**src/rtl/sensor_frame_sequencer.sv**
```systemverilog
// sensor_frame_sequencer: frame timing generator producing vsync/hsync blanking and a WIDTH x HEIGHT pixel raster.
module sensor_frame_sequencer #(
  parameter int START_UP_DELAY = 100,
  parameter int HSYNC_DELAY    = 160,
  parameter int WIDTH          = 240,
  parameter int HEIGHT         = 240
) (
  input  logic        HCLK,
  input  logic        HRESET,
  input  logic        start,
  input  logic        continuous,
  input  logic        abort,
  input  logic        stall,
  output logic        vsync,
  output logic        hsync,
  output logic        data_valid,
  output logic [15:0] col,
  output logic [15:0] row,
  output logic        frame_done,
  output logic        busy,
  output logic [15:0] frame_cnt
);
  localparam logic [2:0] IDLE  = 3'd0;
  localparam logic [2:0] VSYNC = 3'd1;
  localparam logic [2:0] HSYNC = 3'd2;
  localparam logic [2:0] DATA  = 3'd3;
  localparam logic [2:0] DONE  = 3'd4;
  logic [2:0]  state_q, state_d;
  logic [31:0] cnt_q, cnt_d;
  logic [15:0] col_q, col_d, row_q, row_d, frame_cnt_q, frame_cnt_d;
  logic        vsync_q, hsync_q, data_valid_q, frame_done_q, busy_q;
  always_comb begin
    state_d = state_q;
    if (state_q == IDLE) state_d = (start && !abort) ? VSYNC : IDLE;
    else if (abort) state_d = IDLE;
    else if (state_q == VSYNC) state_d = (cnt_q == 32'(START_UP_DELAY - 1)) ? HSYNC : VSYNC;
    else if (state_q == HSYNC) state_d = (cnt_q == 32'(HSYNC_DELAY - 1)) ? DATA : HSYNC;
    else if (state_q == DATA)
      state_d = (!stall && col_q == 16'(WIDTH - 1)) ? ((row_q == 16'(HEIGHT - 1)) ? DONE : HSYNC) : DATA;
    else state_d = continuous ? VSYNC : IDLE;
    cnt_d       = (state_d != state_q) ? 32'd0 : cnt_q + 32'd1;
    col_d       = (state_d == DATA && state_q == DATA) ? col_q + {15'd0, !stall} : 16'd0;
    row_d       = (state_d == IDLE || state_d == VSYNC) ? 16'd0 :
                  (state_q == DATA && state_d == HSYNC) ? row_q + 16'd1 : row_q;
    frame_cnt_d = (state_d == DONE) ? frame_cnt_q + 16'd1 : frame_cnt_q;
  end
  always_ff @(posedge HCLK) begin
    if (HRESET) begin
      state_q      <= IDLE;
      cnt_q        <= '0;
      col_q        <= '0;
      row_q        <= '0;
      frame_cnt_q  <= '0;
      vsync_q      <= 1'b0;
      hsync_q      <= 1'b0;
      data_valid_q <= 1'b0;
      frame_done_q <= 1'b0;
      busy_q       <= 1'b0;
    end else begin
      state_q      <= state_d;
      cnt_q        <= cnt_d;
      col_q        <= col_d;
      row_q        <= row_d;
      frame_cnt_q  <= frame_cnt_d;
      vsync_q      <= state_d == VSYNC;
      hsync_q      <= state_d == HSYNC;
      data_valid_q <= state_d == DATA && !(state_q == DATA && stall);
      frame_done_q <= state_d == DONE;
      busy_q       <= state_d != IDLE;
    end
  end
  assign vsync      = vsync_q;
  assign hsync      = hsync_q;
  assign data_valid = data_valid_q;
  assign col        = col_q;
  assign row        = row_q;
  assign frame_done = frame_done_q;
  assign busy       = busy_q;
  assign frame_cnt  = frame_cnt_q;
endmodule

```
**config.mk**
```make
export PLATFORM = sky130hd
export DESIGN_NAME = sensor_frame_sequencer
export DESIGN_NICKNAME = d
export VERILOG_FILES = /design/src/rtl/sensor_frame_sequencer.sv
export SDC_FILE = /design/constraint.sdc
export NUM_CORES = 1
export LEC_CHECK = 0
export ABC_AREA = 0
export CORE_UTILIZATION = 40
export DETAILED_ROUTE_END_ITERATION = 12
export GPL_TIMING_DRIVEN = 1
export HOLD_SLACK_MARGIN = 0.03
export PLACE_DENSITY = 0.58
export SYNTH_ARGS = -nofsm -noshare
export SYNTH_HDL_FRONTEND = slang
export SYNTH_SLANG_ARGS = --single-unit
```
**constraint.sdc**
```tcl
create_clock -name HCLK -period 3.4 [get_ports HCLK]
set_input_delay 0.68 -clock HCLK [delete_from_list [all_inputs] [get_ports HCLK]]
set_output_delay 0.68 -clock HCLK [all_outputs]
set_load 0.02 [all_outputs]
```
==> flow_summary.json <==
{
  "slew_headroom": 0.4290,
  "grt_pass1_wl_um": 16370,
  "antennaDiodeCount": 0,
  "ant_nets": 0,
  "max_stage_delay_ns": 0.55,
  "setup_slack_ns": 0.6051,
  "synth_top_family_by_area": "simple AND/OR/NAND/NOR gates",
  "fp.dieH_um": 104.6,
  "arrival_ns": 3.00,
  "crit_end": "row[12]$_SDFFE_PP0P_",
  "rows": 37,
  "first_iter_violations": 117,
  "r2r_cells": 7,
  "p_switching_uw": 414.3,
  "drive_gt1_frac": 0.07339,
  "fin_skew_ns": 0.009247,
  "fin_crit_sh": 0.8220,
  "syn_area_um2": 4214,
  "leakage_uw": 0.001656,
  "crit_slowest_cell": "a21oi_2",
  "synth_seq_cells": 88,
  "crit_family": "simple AND/OR/NAND/NOR gates",
  "htreeDepth": 3,
  "yosysUniqueCellTypes": 53,
  "final_cell_mix": "dfxtp_1, clkdlybuf4s50_1, nor2_1, nand2_1, nor3_1",
  "drtPass1Iterations": 4,
  "post_cts_buffers": 0,
  "gr-total-overflow": 0,
  "synth_enable_flop_cells": 0,
  "cp_max_fo": 16,
  "final_common_cell": "dfxtp_1",
  "synthSimpleGateAreaFrac": 0.3352,
  "cts_root_buffer": "clkbuf_8",
  "hold_path.class": "reg2reg",
  "fin_nets": 551,
  "die_w_um": 104.6,
  "synthAdderAreaFrac": 0.01485,
  "ys_seq_area_frac": 0.4181,
  "synth.avg_cell_area_um2": 8.653,
  "wl_um": 9626,
  "async_flop_share": 0,
  "fmax_mhz": 357.8,
  "fillers": 1010,
  "reg2reg_to": "row[12]$_SDFFE_PP0P_",
  "place.gp.congestion": 0.7879,
  "synth_mux_area_frac": 0.007126,
  "rsz0062_at_grt": "false",
  "period_minus_slack_ns": 2.795,
  "wl_per_cell_um": 14.14,
  "synthesis.nets": 498,
  "cts.sinks": 88,
  "path_buf_inv": 0,
  "seq_power_share": 0.520,
  "dp_hpwl_um": 6779,
  "initial_utilization": 0.4100,
  "synth_flop_cell": "dfxtp_1",
  "synth_xor_area_frac": 0.1185,
  "setup_viol_count_final": 0,
  "pre_cts_slack_ns": 0.3675,
  "synthCells": 487,
  "crit_type": "reg2reg",
  "grt_max_degree": 33,
  "port_buffers": 58,
  "clkLatencyLatePin_ns": 0.36,
  "num_vias": 3639,
  "crit_path_end_kind": "register",
  "min_path_cells": 1,
  "internal_power_uw": 1581,
  "post_cts_resized": 0,
  "startpoint_type": "register",
  "synth-compound-area-share": 0.06770,
  "hold_violations": 0,
  "cts_tree": "done",
  "drc": 0,
  "cp.depth": 7,
  "pwr-share-comb": 0.031,
  "coreArea_um2": 10280,
  "cts_hold_buf": 0,
  "regToRegSetupSlack_ns": 0.61,
  "p_per_area_nw_per_um2": 385.7,
  "maxSlewViolCount": 0,
  "pwr-share-clk": 0.449,
  "setup_tns_ns": 0,
  "via_per_inst": 5.344,
  "vdd_drop_max_mv": 0.1763,
  "worstSetupStartpoint": "row[0]$_SDFFE_PP0P_",
  "p_sw_frac": 0.2076,
  "dieArea_um2": 10950,
  "grt_pass1_vias": 3316,
  "status": "complete, no violations",
  "grtUsageTotal": 0.1832,
  "cts.clk_slew.worst_paths_ns": 0.09,
  "syn_to_final_growth_pct": 22.77,
  "cp.required_ns": 3.60,
  "maxCapViolCount": 0,
  "antenna_found_initial": 0,
  "tightestPinTransition_ns": 0.8565,
  "cts_buffers": 9,
  "cp_cell_sequence": "ha_1 > or3b_2 > nor4_4 > a41oi_1 > a21oi_2 > or4_1 > a21oi_1",
  "ys_warn_count": 0,
  "r2r_start": "row[0]$_SDFFE_PP0P_",
  "ioPinCount": 59,
  "clockBufferDepth": 2
}
per-stage QoR:
step,util,power (uW),cell area [um2],hold WS [ns],std cells
after global routing,0.5034,2069,5174,0.5249,681
after global placement,0.4787,1123,4920,0.4735,665
final,0.5034,1995,5174,0.4925,681
after CTS,0.5034,2024,5174,0.4920,681
after detailed placement,0.4787,1124,4920,0.4774,665
after floorplan,-,1100,4214,0.4466,487
metal layers:
layer,track usage,vias to the layer above,part of all wire
met4,0.07445,0,0.014
met3,0.03119,12,0.036
met1,0.2506,1712,0.48
met5,0,-,0
li1,-,1852,-
met2,0.2857,63,0.47
synth_stat cells (14+ instances only):
cell type | instances | area, um2
nand3_1 | 23 | 115.1
dfxtp_1 | 88 | 1762
nor2_1 | 47 | 176.4
nand2_1 | 37 | 138.9
xor2_1 | 33 | 289.0
or4_1 | 14 | 105.1
inv_1 | 15 | 56.30
nand4_1 | 24 | 150.1
and3_1 | 16 | 100.1
nor3_1 | 36 | 180.2
a21oi_1 | 18 | 90.09
xnor2_1 | 24 | 210.2
kinds of logic after synthesis:
kind of cell | count (synthesis)
compound gates | 45
flops | 88
simple gates | 252
fa+ha+maj | 5
xor+xnor | 57
buf+inv | 37
mux | 3
worst min-delay path by stage:
stage                                    from                   to
after CTS                 cnt_q[0]$_SDFF_PP0_  cnt_q[0]$_SDFF_PP0_
after floorplan           cnt_q[0]$_SDFF_PP0_  cnt_q[0]$_SDFF_PP0_
final                     cnt_q[0]$_SDFF_PP0_  cnt_q[0]$_SDFF_PP0_
after global placement    cnt_q[0]$_SDFF_PP0_  cnt_q[0]$_SDFF_PP0_
after detailed placement  cnt_q[0]$_SDFF_PP0_  cnt_q[0]$_SDFF_PP0_
after global routing      cnt_q[0]$_SDFF_PP0_  cnt_q[0]$_SDFF_PP0_
power by group through the flow:
stage,Sequential (uW),Combinational (uW),Clock (uW)
after floorplan,1060,38.8,0
after global placement,1060,61.5,0
after detailed placement,1060,62.2,0
final,1040,62.1,896
after CTS,1040,62.4,924
after global routing,1040,68.5,962
area by class of cell:
class | count | area (um2) | area share
clock buffers | 11 | 151.4 | 0.02926
clock inverters | 5 | 102.6 | 0.01983
inverters | 15 | 56.30 | 0.01088
multi-input cells | 362 | 2306 | 0.4457
flip-flops and latches | 88 | 1762 | 0.3405
well taps | 136 | 170.2 | 0.03289
repair buffers | 64 | 625.6 | 0.1209
sequential cells by signal (all words and copies together), names as in the netlist:
| register | count |
|---|---|
| cnt_q | 32 |
| col | 16 |
| frame_cnt | 16 |
| row | 16 |
| state_q | 3 |
| busy | 1 |
| data_valid | 1 |
| frame_done | 1 |
| hsync | 1 |
| vsync | 1 |
Power figures use the tool's default switching activity.
